File: src/rtl/ysyx_23060208_ifu_prefetch_pkg.sv
// Shared constants for the prefetching instruction fetch unit.
package ysyx_23060208_ifu_prefetch_pkg;

    typedef enum logic [1:0] {
        RESP_OKAY   = 2'b00,
        RESP_EXOKAY = 2'b01,
        RESP_SLVERR = 2'b10,
        RESP_DECERR = 2'b11
    } axi_resp_e;

    localparam logic [31:0] RESET_PC_DEFAULT = 32'h8000_0000;
    localparam axi_resp_e   AXI_RESP_OKAY    = RESP_OKAY;
    localparam int          NPC_DATA_WIDTH   = 32;

    // IFU->IDU payload is {pc, inst, fault}.
    function automatic int ifu_to_idu_bus_w(input int dw);
        return 2 * dw + 1;
    endfunction

    localparam int IFU_TO_IDU_BUS = ifu_to_idu_bus_w(NPC_DATA_WIDTH);

endpackage

File: src/rtl/ysyx_23060208_ifu_prefetch_sync_fifo.sv
// Small synchronous FIFO with flush; head is visible on dout while not empty.
module ysyx_23060208_sync_fifo #(
    parameter int WIDTH = 32,
    parameter int DEPTH = 4
) (
    input  logic                     clk,
    input  logic                     rst,
    input  logic                     push,
    input  logic [WIDTH-1:0]         din,
    input  logic                     pop,
    input  logic                     flush,
    output logic [WIDTH-1:0]         dout,
    output logic [$clog2(DEPTH):0]   count,
    output logic                     full,
    output logic                     empty
);

    localparam int AW = (DEPTH > 1) ? $clog2(DEPTH) : 1;
    localparam int CW = $clog2(DEPTH) + 1;

    logic [WIDTH-1:0] mem [DEPTH];
    logic [AW-1:0]    wr_ptr;
    logic [AW-1:0]    rd_ptr;
    logic             do_push;
    logic             do_pop;

    assign full    = (count == CW'(DEPTH));
    assign empty   = (count == '0);
    assign do_pop  = pop && !empty;
    // A pop frees the slot in the same cycle, so push on full+pop is legal.
    assign do_push = push && (!full || do_pop);
    assign dout    = mem[rd_ptr];

    // Storage, pointers and occupancy; flush wins over push/pop.
    always_ff @(posedge clk or negedge rst) begin
        if (!rst) begin
            wr_ptr <= '0;
            rd_ptr <= '0;
            count  <= '0;
            for (int i = 0; i < DEPTH; i++) mem[i] <= '0;
        end else if (flush) begin
            wr_ptr <= '0;
            rd_ptr <= '0;
            count  <= '0;
        end else begin
            if (do_push) begin
                mem[wr_ptr] <= din;
                wr_ptr      <= wr_ptr + AW'(1);
            end
            if (do_pop) rd_ptr <= rd_ptr + AW'(1);
            count <= count + CW'(do_push) - CW'(do_pop);
        end
    end

endmodule

File: src/rtl/ysyx_23060208_ifu_prefetch.sv
// Pipelined instruction prefetcher: multiple AXI4-Lite reads in flight,
// returned instructions queued for IDU, redirects squash stale responses.
module ysyx_23060208_ifu_prefetch
    import ysyx_23060208_ifu_prefetch_pkg::*;
#(
    parameter int                    DATA_WIDTH      = 32,
    parameter logic [DATA_WIDTH-1:0] RESET_PC        = DATA_WIDTH'(RESET_PC_DEFAULT),
    parameter int                    FETCH_DEPTH     = 4,
    parameter int                    MAX_OUTSTANDING = 2
) (
    input  logic                  clk,
    input  logic                  rst,
    input  logic                  redirect_valid,
    input  logic [DATA_WIDTH-1:0] redirect_pc,
    output logic                  ifu_to_idu_valid,
    input  logic                  ifu_to_idu_ready,
    output logic [DATA_WIDTH-1:0] ifu_to_idu_pc,
    output logic [DATA_WIDTH-1:0] ifu_to_idu_inst,
    output logic                  ifu_to_idu_fault,
    output logic [DATA_WIDTH-1:0] isram_araddr,
    output logic                  isram_arvalid,
    input  logic                  isram_arready,
    input  logic [DATA_WIDTH-1:0] isram_rdata,
    input  logic [1:0]            isram_rresp,
    input  logic                  isram_rvalid,
    output logic                  isram_rready
);

    localparam int BUS_W = ifu_to_idu_bus_w(DATA_WIDTH);
    localparam int OW    = $clog2(MAX_OUTSTANDING) + 1;
    localparam int IW    = $clog2(FETCH_DEPTH) + 1;

    logic [DATA_WIDTH-1:0] fetch_pc;
    logic [DATA_WIDTH-1:0] fetch_pc_next;
    logic [DATA_WIDTH-1:0] araddr_q;
    logic                  arvalid_q;
    logic                  rready_q;
    logic                  ar_stale;    // pending AR was overtaken by a redirect
    logic [OW-1:0]         drop_cnt;

    logic                  ar_hs;
    logic                  r_hs;
    logic                  resp_fault;
    logic                  can_issue;
    logic [OW-1:0]         ost_after;
    logic [31:0]           occupancy;

    logic [DATA_WIDTH-1:0] tq_dout;
    logic [OW-1:0]         tq_count;
    logic                  tq_full;
    logic                  tq_empty;

    logic                  iq_push;
    logic                  iq_pop;
    logic [BUS_W-1:0]      iq_din;
    logic [BUS_W-1:0]      iq_dout;
    logic [IW-1:0]         iq_count;
    logic                  iq_full;
    logic                  iq_empty;

    assign isram_arvalid = arvalid_q;
    assign isram_araddr  = araddr_q;
    assign isram_rready  = rready_q;

    assign ar_hs      = arvalid_q && isram_arready;
    // Responses without a matching tag are ignored rather than corrupting state.
    assign r_hs       = isram_rvalid && rready_q && !tq_empty;
    assign resp_fault = (isram_rresp != AXI_RESP_OKAY);

    assign iq_push = r_hs && (drop_cnt == '0) && !redirect_valid;
    assign iq_din  = {tq_dout, (resp_fault ? '0 : isram_rdata), resp_fault};

    assign ifu_to_idu_valid = !iq_empty && !redirect_valid;
    assign iq_pop           = ifu_to_idu_valid && ifu_to_idu_ready;
    assign {ifu_to_idu_pc, ifu_to_idu_inst, ifu_to_idu_fault} = iq_empty ? '0 : iq_dout;

    // In-flight count after this cycle's AR/R handshakes.
    assign ost_after = tq_count + OW'(ar_hs) - OW'(r_hs);
    // Queue slots already spoken for: buffered + in flight + accepted now.
    // A same-cycle pop is ignored, which only delays the next issue.
    assign occupancy = 32'(iq_count) + 32'(tq_count) + 32'(ar_hs);

    // Next fetch address: redirect wins, stale ARs do not advance the PC.
    always_comb begin
        fetch_pc_next = fetch_pc;
        if (redirect_valid)
            fetch_pc_next = redirect_pc;
        else if (ar_hs && !ar_stale)
            fetch_pc_next = fetch_pc + DATA_WIDTH'(4);
    end

    // Issue when the AR slot is free (or frees this cycle) and space is reserved.
    always_comb begin
        can_issue = !redirect_valid
                 && (!arvalid_q || ar_hs)
                 && (!tq_full || r_hs)
                 && (ost_after < OW'(MAX_OUTSTANDING))
                 && (occupancy < 32'(FETCH_DEPTH))
                 && !iq_full;
    end

    // AR channel, fetch PC and stale-response bookkeeping.
    always_ff @(posedge clk or negedge rst) begin
        if (!rst) begin
            fetch_pc  <= RESET_PC;
            araddr_q  <= '0;
            arvalid_q <= 1'b0;
            rready_q  <= 1'b0;
            ar_stale  <= 1'b0;
            drop_cnt  <= '0;
        end else begin
            rready_q <= 1'b1;
            fetch_pc <= fetch_pc_next;
            if (can_issue) begin
                arvalid_q <= 1'b1;
                araddr_q  <= fetch_pc_next;
            end else if (ar_hs) begin
                arvalid_q <= 1'b0;
            end
            if (redirect_valid && arvalid_q && !ar_hs)
                ar_stale <= 1'b1;
            else if (ar_hs)
                ar_stale <= 1'b0;
            if (redirect_valid)
                drop_cnt <= ost_after;
            else
                drop_cnt <= drop_cnt - OW'(r_hs && (drop_cnt != '0))
                                     + OW'(ar_hs && ar_stale);
        end
    end

    // PCs of accepted ARs, consumed in order by responses.
    ysyx_23060208_sync_fifo #(
        .WIDTH (DATA_WIDTH),
        .DEPTH (MAX_OUTSTANDING)
    ) u_tag_q (
        .clk   (clk),
        .rst   (rst),
        .push  (ar_hs),
        .din   (araddr_q),
        .pop   (r_hs),
        .flush (1'b0),
        .dout  (tq_dout),
        .count (tq_count),
        .full  (tq_full),
        .empty (tq_empty)
    );

    // Fetched instructions waiting for IDU.
    ysyx_23060208_sync_fifo #(
        .WIDTH (BUS_W),
        .DEPTH (FETCH_DEPTH)
    ) u_inst_q (
        .clk   (clk),
        .rst   (rst),
        .push  (iq_push),
        .din   (iq_din),
        .pop   (iq_pop),
        .flush (redirect_valid),
        .dout  (iq_dout),
        .count (iq_count),
        .full  (iq_full),
        .empty (iq_empty)
    );

endmodule

File: config.mk
export PLATFORM = sky130hd
export DESIGN_NAME = ysyx_23060208_ifu_prefetch
export DESIGN_NICKNAME = d
export VERILOG_FILES = /design/src/rtl/ysyx_23060208_ifu_prefetch_pkg.sv /design/src/rtl/ysyx_23060208_ifu_prefetch_sync_fifo.sv /design/src/rtl/ysyx_23060208_ifu_prefetch.sv
export SDC_FILE = /design/constraint.sdc
export NUM_CORES = 1
export LEC_CHECK = 0
export BUFFER_PORTS_ARGS = -buffer_cell sky130_fd_sc_hd__buf_2
export CORE_MARGIN = 3
export CORE_UTILIZATION = 45
export CTS_BUF_LIST = sky130_fd_sc_hd__clkbuf_8
export CTS_CLUSTER_DIAMETER = 80
export DETAILED_ROUTE_END_ITERATION = 8
export GPL_TIMING_DRIVEN = 0
export MAX_ROUTING_LAYER = met4
export PLACE_DENSITY = 0.65
export SLEW_MARGIN = 25
export SYNTH_ARGS = -nofsm -noshare
export SYNTH_HDL_FRONTEND = slang
export SYNTH_SLANG_ARGS = --single-unit
File: constraint.sdc
create_clock -name clk -period 4.05 [get_ports clk]
set_input_delay 0.2025 -clock clk [delete_from_list [all_inputs] [get_ports clk]]
set_output_delay 0.2025 -clock clk [all_outputs]
set_load 0.03 [all_outputs]
# Yosys cells after proc, flatten, opt, wreduce, memory -nomap -nowiden
# Cells that the tools add are included.
# word_totals
output_inout_bits	100
register_bits	404
mem_bits_ro	0
n_memories	0
word_cells	118
latchBits	0
ramBits	0
# op_classes
addsub	15
n_mul	0
eq_ne	2
shift	0
magnitude_cmp	8
bitwise	5
n_div	0
mux	25
reduce_logical	45
# ops
cell	n
$bwmux W260	1
$mux W65	4
$mux W32	7
$bmux W65 S2	1
$demux W65 S2	1
$bwmux W64	1
$add A32 B3 Y32 const B	1
$demux W32 S1	1
$logic_and A1 B1 Y1	23
$reduce_bool A2 Y1	6
$mux W2	5
$logic_not A1 Y1	8
$add A2 B1 Y2	3
$ge A3 B3 Y1 const B	2
$not A2 Y3	2
$sub A2 B1 Y2	3
$add A4 B1 Y5	1
$lt A5 B3 Y1 const B	1
$add A2 B1 Y2 const B	2
$add A3 B2 Y4	1
$ge A2 B2 Y1 const B	2
$logic_not A2 Y1	2
$logic_or A1 B1 Y1	4
$not A1 Y2	2
other kinds (13)	16

# Depth between registers and ports, before layout
# Gate-level depths: netlist of run 1.
# logic_depth
ltp_word	10
ltp_mapped	12

# Hierarchy
# From an unflattened synthesis of run 1, not the netlist that was laid out.
# hier_totals
hier_cells	1284
hier_area_um2	18879.4
# modules_own_cells
mod	cells_per_inst	n_inst	area_per_inst_um2
ysyx_23060208_sync_fifo at u_inst_q	676	1	11696.2
ysyx_23060208_ifu_prefetch	413	1	4076.4
ysyx_23060208_sync_fifo at u_tag_q	195	1	3106.7

# Worst setup path before layout of run 1
# No wires, ideal clock.
# synth_path
kind	register to register
start	register u_inst_q.count[2]
end	register u_inst_q.count[2]
path_stages_with_launch	13
arrival_time_ps	2318
period_less_slack_ps	2450
slack_ps	1600
cell_sequence	dfrtp_1 > or3_1 > clkbuf_1 > nand2_1 > nor2_1 > ha_1 > inv_1 > ha_1 > inv_1 > fa_1 > xor2_1 > xnor2_1 > nor2_1
# synth_via
elab_chain_len	10
# synth_rtl
item	line	text
start: declaration	ysyx_23060208_ifu_prefetch_sync_fifo.sv:13	output logic [$clog2(DEPTH):0] count,
start signal: assignment	ysyx_23060208_ifu_prefetch_sync_fifo.sv:51	count <= count + CW'(do_push) - CW'(do_pop);
$logic_not A3 Y1	ysyx_23060208_ifu_prefetch_sync_fifo.sv:28	assign empty = (count == '0);
$logic_not A1 Y1	ysyx_23060208_ifu_prefetch_sync_fifo.sv:29, ysyx_23060208_ifu_prefetch.sv:73	
$logic_and A1 B1 Y1	ysyx_23060208_ifu_prefetch.sv:73	assign ifu_to_idu_valid = !iq_empty && !redirect_valid;
$logic_and A1 B1 Y1	ysyx_23060208_ifu_prefetch.sv:74	assign iq_pop = ifu_to_idu_valid && ifu_to_idu_ready;
$logic_and A1 B1 Y1	ysyx_23060208_ifu_prefetch_sync_fifo.sv:29	assign do_pop = pop && !empty;
$logic_or A1 B1 Y1	ysyx_23060208_ifu_prefetch_sync_fifo.sv:31	assign do_push = push && (!full || do_pop);
$logic_and A1 B1 Y1	ysyx_23060208_ifu_prefetch_sync_fifo.sv:31	
$add A3 B1 Y3	ysyx_23060208_ifu_prefetch_sync_fifo.sv:51	
$sub A3 B1 Y3 (*)	ysyx_23060208_ifu_prefetch_sync_fifo.sv:51	
$mux W3 (*)	ysyx_23060208_ifu_prefetch_sync_fifo.sv:41	end else if (flush) begin
# Every way passes the cells marked *; elsewhere a longest branch is shown, timed or not.
# A chain may end at the register's enable or synchronous reset.

# Final worst setup path of run 1
# layout_path
start	register u_inst_q.count[1]
end	register u_inst_q.count[2]
# Same word-level chain as after synthesis.

==> results of run 1 <==
==> tightest hold or removal path: stages <==
cell,delay [ps]
buf_2,160
nand3_1,100
xor2_1,60
nor2_1,80
==> cell families after synthesis <==
logic type | Yosys count | share of synthesized area, %
AO/OA/AOI/OAI | 285 | 9.56
adder cells (fa/ha/maj) | 15 | 1.06
multiplexers | 208 | 16.4
flip-flops | 404 | 54.8
AND/OR/NAND/NOR | 469 | 11.7
buffers and inverters | 122 | 4.51
XOR/XNOR | 40 | 1.90
other | 1 | 0.0203
==> power groups by stage <==
stage / Clock, uW / Sequential, uW / Combinational [uW]
6_report: 3670 / 5490 / 4120
3_3_place_gp: 0 / 5510 / 4030
2_1_floorplan: 0 / 5680 / 2690
4_1_cts: 3780 / 5490 / 4190
3_5_place_dp: 0 / 5560 / 4130
5_1_grt: 3970 / 5610 / 4510
==> area by class of cell <==
| type | count | area (um^2) | area share [%] |
|---|---|---|---|
| multi-input cells | 1018 | 7490 | 33.8 |
| clock inverters | 41 | 230 | 1.04 |
| repair buffers | 242 | 1650 | 7.43 |
| plain buffers | 105 | 768 | 3.47 |
| well taps | 525 | 657 | 2.97 |
| clock buffers | 86 | 1180 | 5.34 |
| flip-flops and latches | 404 | 10100 | 45.6 |
| inverters | 17 | 63.8 | 0.288 |
==> worst paths after layout <==
| check | start | endpoint | slack, ps | depth (start not counted) |
|---|---|---|---|---|
| max in group asynchronous | rst | u_tag_q.mem[41] | 2640 | 4 |
| min reg2reg | u_inst_q.mem[113] | u_inst_q.mem[113] | 470 | 2 |
| max | u_inst_q.count[1] | u_inst_q.count[2] | 860 | 12 |
| max reg2reg | u_inst_q.count[1] | u_inst_q.count[2] | 860 | 12 |
| min in group asynchronous | rst | u_inst_q.mem[70] | 240 | 2 |
| min | ifu_to_idu_ready | u_inst_q.rd_ptr[1] | 50 | 4 |
==> timing repair <==
item | 4_1_cts | 5_1_grt
buffers inserted | 0 | 0
hold buffers | 67 | 0
endpoints found under the hold margin | 244 | 0
==> registers in the layout, summed over array words and instances, names as in the netlist <==
signal,count
u_tag_q.mem,64
u_tag_q.wr_ptr,1
ar_stale,1
u_inst_q.count,3
u_inst_q.wr_ptr,2
u_tag_q.count,2
isram_rready,1
u_tag_q.rd_ptr,1
u_inst_q.rd_ptr,2
isram_araddr,32
drop_cnt,2
isram_arvalid,1
fetch_pc,32
u_inst_q.mem,260
==> Yosys cell counts, drive strengths merged <==
library cell and n:
conb 1, mux4 65, nor2 28, or2 1, nand3 14, fa 1
xor2 15, and3b 1, clkbuf 38, nor2b 3, dfrtp 403, and2 68
nor4 8, nand4b 1, xnor2 25, inv 16, a21oi 13, and4 2
mux2i 36, o211ai 1, nand2b 1, or3 1, buf 67, clkinv 1
dfstp 1, and3 3, nand4 11, o21ai 269, nor4b 2, a31oi 2
mux2 107, nand2 319, nor3 6, ha 14
==> per-layer routing <==
layer / GRT usage [%] / share of wire (%) / vias to the layer above
met5: - / 0 / -
li1: - / - / 6003
met3: 3.00 / 5.0 / 78
met2: 34.5 / 49 / 338
met4: 5.91 / 2.1 / 0
met1: 29.3 / 44 / 6489
==> stage by stage <==
| step | instance area [um^2] | setup TNS (ps) | total power [uW] | setup WS [ps] | instances |
|---|---|---|---|---|---|
| floorplan | 18400 | 0 | 8370 | 1600 | 1544 |
| detailed placement | 20100 | 0 | 9690 | 680 | 2244 |
| global placement | 19900 | -1978210 | 9550 | -4960 | 2240 |
| global route | 22200 | 0 | 14100 | 637 | 2438 |
| CTS | 22200 | 0 | 13500 | 791 | 2438 |
| finish | 22200 | 0 | 13300 | 856 | 2438 |
==> summary.md, run 1 <==
| Metric | Value |
|---|---|
| Post-synth top area cell | dfrtp_1 |
| Top cell type's share of synthesized area | 54.7% |
| Drt total wl | about 45000 um |
| Clock root buffer | clkbuf_8 |
| Post-DR wirelength/cell | 18.4 um |
| Nets | roughly 1900 |
| Finished Core Util | 55.2% |
| Distinct cell type count after synthesis | 47 |
| DIE HEIGHT | between 200 and 250 um |
| Initial antenna violation count | 0 |
| Slowest cell on the critical path | or3_1 |
| First-pass GRT wire length | 72500 um |
| Largest net degree at the start of global routing | 93 |
| I/O Buffers | 171 |
| Crit share post-route | 78.9% |
| Clock share of power | 27.6% |
| Area grow syn2layout | 20.2% |
| Resize count post-CTS | 0 |
| Reg power frac | 41.4% |
| TritonCTS Sinks | a little over 400 |
| Starting Density | 46.0% |
| Hold Path Class | in2reg |
| Final hold vios | 0 |
| Arr. time, crit path | 3650 ps |
| Vias per inst | approximately 5.3 |
| Detailed-router iteration count before antenna repair | 4 |
| P_sw | 4610 uW |
| H-tree level count | 3 |
| Maxcap violations | 0 |
| Max stage delay on crit path | 530 ps |
| Horiz. Die Dim | 208 um |
| Detailed placement HPWL | 31000 um |
| Clock Skews | 21.6 ps |
| Worst setup EP type | flip-flop |
| Logic gate share of total power | ~31% |
| Avg Inst Size Synth | 11.9 um^2 |
| Worst path required time | between 4000 and 5000 ps |
| Die area | 0.0434 mm^2 |
| DRC violations left | 0 |
| Least-Margin Pin Slew | 894 ps |
| Seq/Total Area, Yosys | about 55% |
| Slew headroom | 40.2% |
| Critical Path Start Type | flip-flop |
| Yosys Warn Count | 0 |
| Post-synth net total | 1631 |
| Crit path cell chain | or3_1 > clkbuf_1 > nand2_1 > nor2_1 > ha_1 > inv_1 > ha_1 > inv_1 > fa_1 > xor2_1 > xnor2_1 > nor2_1 |
| Max-slew violations | 0 |
| Hold_ws | 45.8 ps |
| Fin crit period | 3190 ps |
| Clock buffer depth | 3 |
| Critical path class | reg2reg |
| Worst-path clk slew | about 60 ps |
| Initial DRC Count | just over 700 |
| Antenna cells | 0 |
| GP Congestion | 0.809 |
| Clk_lat worst skew | 600 ps |
| Fmax | 313 MHz |
| Core area | 0.0401 mm^2 |
| Filler cells | 3518 |
| Most common cell after layout, fill and taps aside | dfrtp_1 |
| Crit-path max FO | 10 |
| Internal | 8670 uW |
| Leak pwr | between 0.01 and 0.015 uW |
| Finish-stage setup viols | 0 |
| Grt ovf | 0 |
| Total GRT Usage | 21.6% |
| Max IR drop VDD | 378 uV |
| Via Count | roughly 13000 |
| CTS Buf Count | 70 |
| Synth area leaders | dfrtp_1 (55%), mux4_2 (7.9%), mux2_2 (6.4%) |
| Vias in the first global route | 13300 |
| CP delay by family, top | simple AND/OR/NAND/NOR gates |
| Post-route ant nets | 0 |
| Layout cells sized above 1 | 31.8% |
| Buf/Inv on CP | 3 |
| Commonest non-fill, non-tap cells in the layout | dfrtp_1 (403), nand2_1 (315), buf_2 (183) |
| Status | complete, no violations |
| #FFs+latches synth | 404 |
| CTS tree | yes |
| RSZ-0062 raised after global routing | false |
| # rows | 73 |
| PwrDens | 600 mW/mm^2 |
| Syn Inst Count | 1544 |
| Synthesized area | 0.0184 mm^2 |
| I/O pin cnt | 172 |
| Switching share of power | a little over a third |
(Power assumes the default switching activity.)
==> run 2, diff against run 1 <==
- clock period: 4.05 -> 3.35 ns (I/O delays scaled with it)
==> run 2 against run 1 <==
Non-clock buffer count increased by 2. Critical path depth decreased by 6. Sequential share of layout area decreased by 0.054 points. Sequential power increased by 21%. Utilization increased by 0.065 points. Final area increased by 0.12%. Via count decreased by 0.23%. Wire length about the same. Largest cell class unchanged. Largest power group unchanged. Highest routed layer unchanged.
==> summary.md, run 2 (synthesis gave the netlist of run 1 again) <==
| Metric | Value |
|---|---|
| Post-DR wirelength/cell | 18.4 um (about the same) |
| Core area | 0.0401 mm^2 (unchanged) |
| Final Non-Filler Cells | 2440 (+0.082%) |
| TritonCTS Sinks | 404 (unchanged) |
| Clock buffer depth | 3 (unchanged) |
| Max FFs per register | 260 (unchanged) |
| Internal | 10500 uW (+21%) |
| Commonest non-fill, non-tap cells in the layout | dfrtp_1 (403), nand2_1 (315), buf_2 (183) |
| I/O pin cnt | 172 (unchanged) |
| RSZ-0062 raised after global routing | false |
| # rows | 73 (unchanged) |
| Clock Skews | 20.6 ps (-1.09 ps) |
| Layout cells sized above 1 | 31.9% (+0.071 points) |
| Storage element area | 0.0101 mm^2 (unchanged) |
| Starting Density | 46.0% (unchanged) |
| Finish-stage setup viols | 0 (unchanged) |
| Die area | 0.0434 mm^2 (unchanged) |
| CTS Buf Count | 70 (unchanged) |
| Clock root buffer | clkbuf_8 |
| Filler cells | 3513 (-0.14%) |
| Fin crit period | around 3100 ps |
| Most common cell after layout, fill and taps aside | dfrtp_1 |
| Clk_lat worst skew | 600 ps (about the same) |
| H-tree level count | 3 (unchanged) |
| Slew headroom | 39.1% (-1.1 points) |
| DRC violations left | 0 (unchanged) |
| Worst setup EP type | output port |
| Detailed-router iteration count before antenna repair | 5 (+1) |
| Initial antenna violation count | 0 (unchanged) |
| Reg with most FFs | u_inst_q.mem |
| Critical Path Start Type | flip-flop |
| Reg power frac | 41.3% (about the same) |
| Largest net degree at the start of global routing | 93 (unchanged) |
| Arr. time, crit path | 2900 ps (-750 ps) |
| Fmax | 326 MHz |
| Initial DRC Count | 784 (+9.5%) |
| Nets | 1947 (+0.10%) |
| Detailed placement HPWL | 31000 um (unchanged) |
| Horiz. Die Dim | 208 um (unchanged) |
| Antenna cells | 0 (unchanged) |
| First-pass GRT wire length | 72600 um (about the same) |
| Area grow syn2layout | 20.3% |
| Drt total wl | 45000 um (about the same) |
| Clock share of power | 27.7% (about the same) |
| P_sw | 5580 uW (+21%) |
| Pre-CTS setup slack | 14.7 ps (-665 ps) |
| Max-slew violations | 0 (unchanged) |
| Area of the multi-input gates | 0.00750 mm^2 (about the same) |
| Crit-path max FO | 10 (unchanged) |
| Least-Margin Pin Slew | 910 ps (+16.3 ps) |
| Worst path required time | 3180 ps (-1320 ps) |
| Maxcap violations | 0 (unchanged) |
| Vias per inst | 5.28 (-0.31%) |
| Status | complete, no violations |
| Max IR drop VDD | 456 uV (+21%) |
| Total GRT Usage | 21.6% (about the same) |
| Inst Count DP | 2244 (unchanged) |
| CTS tree | yes |
| Crit share post-route | approximately nine tenths |
| Critical path class | reg2out |
| Logic gate share of total power | 31.0% (about the same) |
| Leak pwr | 0.0102 uW (about the same) |
| Switching share of power | 34.7% (about the same) |
| Final hold vios | 0 (unchanged) |
| Post-route ant nets | 0 (unchanged) |
| Worst-path clk slew | 60 ps (about the same) |
| Vias in the first global route | 13300 (+0.19%) |
| Via Count | 12900 (-0.23%) |
| I/O Buffers | 171 (unchanged) |
| Hold Path Class | in2reg |
| Grt ovf | 0 (unchanged) |
| PwrDens | 725 mW/mm^2 (+21%) |
| Final worst slack | 284 ps (-572 ps) |
| Setup Buffers After CTS | 0 (unchanged) |
| Largest regs | u_inst_q.mem (260), u_tag_q.mem (64) |
| GP Congestion | 0.809 (unchanged) |
| DIE HEIGHT | 208 um (unchanged) |
==> run 2: metrics by stage <==
stage | TNS, ps | utilization [%] | hold WS (ps) | total power (uW) | cell area, um^2
final | 0 | 55.3 | 172 | 16100 | 22200
after global routing | 0 | 55.3 | 193 | 17000 | 22200
after CTS | 0 | 55.3 | 141 | 16300 | 22200
after detailed placement | 0 | 50.0 | 237 | 11700 | 20100
after global placement | -2246870 | 49.7 | 399 | 11500 | 19900
after floorplan | 0 | - | -128 | 10100 | 18400
==> run 2: area by class of cell <==
type | count | share of cell area, %
flip-flops and latches | 404 | 45.6
multi-input cells | 1018 | 33.8
repair buffers | 244 | 7.51
clock buffers | 86 | 5.34
plain buffers | 105 | 3.47
well taps | 525 | 2.96
clock inverters | 41 | 1.04
inverters | 17 | 0.288
==> run 2: what timing repair did <==
action / 4_1_cts / 5_1_grt
hold buffers: 69 / 0
setup endpoints to repair: 0 / 1
hold endpoints to repair: 258 / 0
resized for setup: 0 / 3
==> run 2: path summary, 6_finish.rpt <==
check                                   start           endpoint  slack [ps]  cells after the start
setup / recovery           u_inst_q.rd_ptr[0]  ifu_to_idu_pc[12]         280                      6
hold / removal                 isram_rresp[0]   u_inst_q.mem[69]         170                      4
setup reg to reg            u_inst_q.count[2]  u_inst_q.count[2]         430                     12
hold reg to reg             u_inst_q.mem[113]  u_inst_q.mem[113]         470                      2
max in group asynchronous                 rst        fetch_pc[4]        1970                      4
min in group asynchronous                 rst  u_inst_q.mem[205]         210                      2
==> run 2: critical path, stage by stage, from the launching register on <==
cell	delay (ps)
dfrtp_1	320
clkbuf_1	200
buf_2	390
buf_2	450
mux4_2	550
and2_1	210
buf_2	190
==> run 2: routing by layer <==
metal | wire length [um] | global-route usage [%]
met4 | 877 | 5.91
met5 | 0 | -
met2 | 21900 | 34.6
met3 | 2160 | 3.00
met1 | 20100 | 29.3
==> run 2: power groups by stage <==
stage	sequential, uW	clock (uW)	combinational (uW)
after floorplan	6860	0	3260
after global placement	6670	0	4880
after detailed placement	6720	0	4990
after CTS	6640	4570	5070
after global routing	6780	4790	5460
final	6640	4440	4990
==> run 3, diff against run 2 <==
- ABC_AREA: unset -> 1
==> run 3 against run 2 <==
Highest routed layer unchanged. Sequential share of layout area fell by 1.6 points. Global-route usage up 4.9 points. First-iteration DRC count rose by 83%. Largest power group unchanged. Synthesized cell count up 58%. Clock skew grew 6.9 ps.
==> summary.md, run 3 <==
| Metric | Value |
|---|---|
| # rows | 75 (+2.7%) |
| Met3 usage | 4.58% (+1.6 points) |
| Via Count | 17500 (+36%) |
| Synthesized area | 0.0192 mm^2 (+4.3%) |
| Post-route ant nets | 0 (unchanged) |
| Layout cells sized above 1 | 12.9% (-19 points) |
| Clock root buffer | clkbuf_8 |
| Finished Core Util | 54.7% (-0.64 points) |
| Commonest non-fill, non-tap cells in the layout | nand2_1 (728), dfrtp_1 (403), o21ai_0 (376) |
| H-tree level count | 3 (unchanged) |
| Antenna cells | 0 (unchanged) |
| Post-synth net total | 2522 (+55%) |
| Maxcap violations | 0 (unchanged) |
| Drt total wl | 57500 um (+28%) |
| PwrDens | 771 mW/mm^2 (+6.4%) |
| Initial antenna violation count | 0 (unchanged) |
| Area grow syn2layout | 19.5% |
| Top_reg_cell synth | dfrtp_1 |
| R2r startpoint | u_tag_q.count[1] |
| Worst-path clk slew | 60 ps (about the same) |
| Slew headroom | 43.2% (+4.1 points) |
| Most frequent cell after synthesis | nand2_1 |
| I/O pin cnt | 172 (unchanged) |
| Detailed-router iteration count before antenna repair | 7 (+2) |
| Synth async-reset ratio | 100% (unchanged) |
| Status | complete, no violations |
| RSZ-0062 raised after global routing | false |
| Filler cells | 3957 (+13%) |
| Setup Buffers After CTS | 0 (unchanged) |
| Clock buffer depth | 3 (unchanged) |
| Post-DR wirelength/cell | 17.2 um (-6.6%) |
| DIE HEIGHT | 213 um (+2.1%) |
| Fmax | 306 MHz (-6.1%) |
| Initial DRC Count | 1436 (+83%) |
| EDFF count, synth | 0 (unchanged) |
| Arr. time, crit path | 3100 ps (+200 ps) |
| Total GRT Usage | 26.5% (+4.9 points) |
| GP Congestion | 0.894 (+11%) |
| Distinct cell type count after synthesis | 39 (-17%) |
| Nets | 2837 (+46%) |
| Inst Count DP | 3149 (+40%) |
| Reg2Reg Depth | 12 (unchanged) |
| Finish-stage setup viols | 0 (unchanged) |
| Max stage delay on crit path | 670 ps (+120 ps) |
| Final Non-Filler Cells | 3338 (+37%) |
| Post-synth top area cell | dfrtp_1 |
| CP delay by family, top | buffers and inverters |
| Crit-path max FO | 10 (unchanged) |
| Detailed placement HPWL | 41000 um (+32%) |
| Seq/Total Area, Yosys | 52.6% (-2.3 points) |
| Starting Density | 45.7% (-0.23 points) |
| CTS Buf Count | 72 (+2.9%) |
| Syn Inst Count | 2435 (+58%) |
| Crit path cell chain | or2_4 > nor2_4 > clkbuf_1 > clkbuf_1 > a21oi_1 > buf_2 |
| I/O Buffers | 171 (unchanged) |
| Reg with most FFs | u_inst_q.mem |
| Worst setup EP type | output port |
| Die area | 0.0453 mm^2 (+4.2%) |
| Final hold vios | 0 (unchanged) |
| Top cell type's share of synthesized area | 52.4% (-2.3 points) |
| Critical Path Start Type | flip-flop |
| Avg Inst Size Synth | 7.90 um^2 (-34%) |
| Vias in the first global route | 17400 (+31%) |
| Synth area leaders | dfrtp_1 (52%), nand2_1 (14%), o21ai_0 (9.8%) |
| Largest regs | u_inst_q.mem (260), u_tag_q.mem (64) |
| Largest net degree at the start of global routing | 97 (+4.3%) |
| Yosys Warn Count | 0 (unchanged) |
| Slowest cell on the critical path | clkbuf_1 |
| Crit path top cell by count | clkbuf_1 |
| Top Usage Layer GRT | met2 |
| Critical path class | reg2out |
| Max IR drop VDD | 449 uV (-1.4%) |
| Grt ovf | 0 (unchanged) |
| Least-Margin Pin Slew | 852 ps (-58.5 ps) |
| Horiz. Die Dim | 213 um (+2.1%) |
| #FFs+latches synth | 404 (unchanged) |
| First-pass GRT wire length | 91900 um (+27%) |
| Core area | 0.0420 mm^2 (+4.8%) |
| Most common cell after layout, fill and taps aside | nand2_1 |
| Buf/Inv on CP | 3 (-1) |
| Hold Path Class | in2async |
| Clock Skews | 27.5 ps (+6.90 ps) |
| Met2 usage | 42.5% (+8.0 points) |
| Reg-to-Reg End | u_inst_q.count[2] |
| CTS tree | yes |
| Leak pwr | 0.0119 uW (+17%) |
| Synth top cells by count | nand2_1 (728), dfrtp_1 (403), o21ai_0 (376), inv_1 (245), a21oi_1 (201) |
| Worst path required time | 3180 ps (about the same) |
| DRC violations left | 0 (unchanged) |
| Max FFs per register | 260 (unchanged) |
| Max-slew violations | 0 (unchanged) |
| Met1 usage in global routing | 34.0% (+4.8 points) |
| Worst R2R Setup Slack | 590 ps (+160 ps) |
| CP Depth | 6 (unchanged) |
| Fin crit period | 3270 ps (+200 ps) |
| Vias per inst | 5.24 (-0.70%) |
| Clk_lat worst skew | 630 ps (+30 ps) |
| TritonCTS Sinks | 404 (unchanged) |
| Crit share post-route | 97.5% (+6.0 points) |
==> run 3: how the worst max path moves through the flow <==
stage	startpoint	to	slack, ps
after CTS	u_inst_q.rd_ptr[0]	ifu_to_idu_inst[1]	10
after global placement	rst	isram_araddr[6]	-5980
after floorplan	u_inst_q.count[1]	u_inst_q.count[2]	1010
final	u_inst_q.count[1]	ifu_to_idu_pc[1]	80
after global routing	u_inst_q.rd_ptr[0]	ifu_to_idu_fault	2
after detailed placement	u_inst_q.rd_ptr[0]	ifu_to_idu_pc[1]	400
==> run 3: per-layer routing <==
layer	up-vias	wire [um]
met5	-	0
met4	0	1890
met3	131	3810
met2	642	27200
met1	8305	24600
li1	8417	-
==> run 3: power by group <==
| group | leakage, uW | switching [uW] | total (uW) | internal, uW |
|---|---|---|---|---|
| Sequential | 0.00478 | 680 | 6830 | 6150 |
| Clock | 0.000819 | 2050 | 4570 | 2530 |
| Combinational | 0.00629 | 4600 | 6320 | 1720 |
==> run 3: cell families after synthesis <==
logic type	Yosys count	share of synthesized area, %
adder cells (fa/ha/maj)	15	1.01
XOR/XNOR	18	0.820
AND/OR/NAND/NOR	883	18.3
buffers and inverters	408	8.70
flip-flops	404	52.6
AO/OA/AOI/OAI	706	18.6
other	1	0.0195
==> run 3: layout make-up <==
type                            instances  area (um^2)  share of cell area, %
Inverter                              250          938                   4.08
Buffer                                156          729                   3.17
Timing Repair Buffer                  243         1660                   7.21
Tap cell                              539          674                   2.93
Multi-Input combinational cell       1623         7450                   32.4
Sequential cell                       404        10100                   44.0
Clock inverter                         31          160                  0.697
Clock buffer                           92         1270                   5.51
==> run 3: through the flow <==
stage | setup TNS (ps) | total power (uW) | instance area [um^2] | hold WS (ps) | setup WS (ps)
finish | 0 | 17700 | 23000 | 76.7 | 83.3
global route | 0 | 18900 | 23000 | 107 | 1.74
CTS | 0 | 17800 | 23000 | 68.3 | 14.9
detailed placement | 0 | 13100 | 20900 | 143 | 401
global placement | -2384770 | 13000 | 20800 | 395 | -5980
floorplan | 0 | 10900 | 19200 | -128 | 1010
==> run 3: timing repair <==
action                                  in CTS  in global routing
hold endpoints to repair                   321                  0
gates resized for setup                      0                  2
hold buffers                                68                  0
endpoints found under the setup margin      65                 23
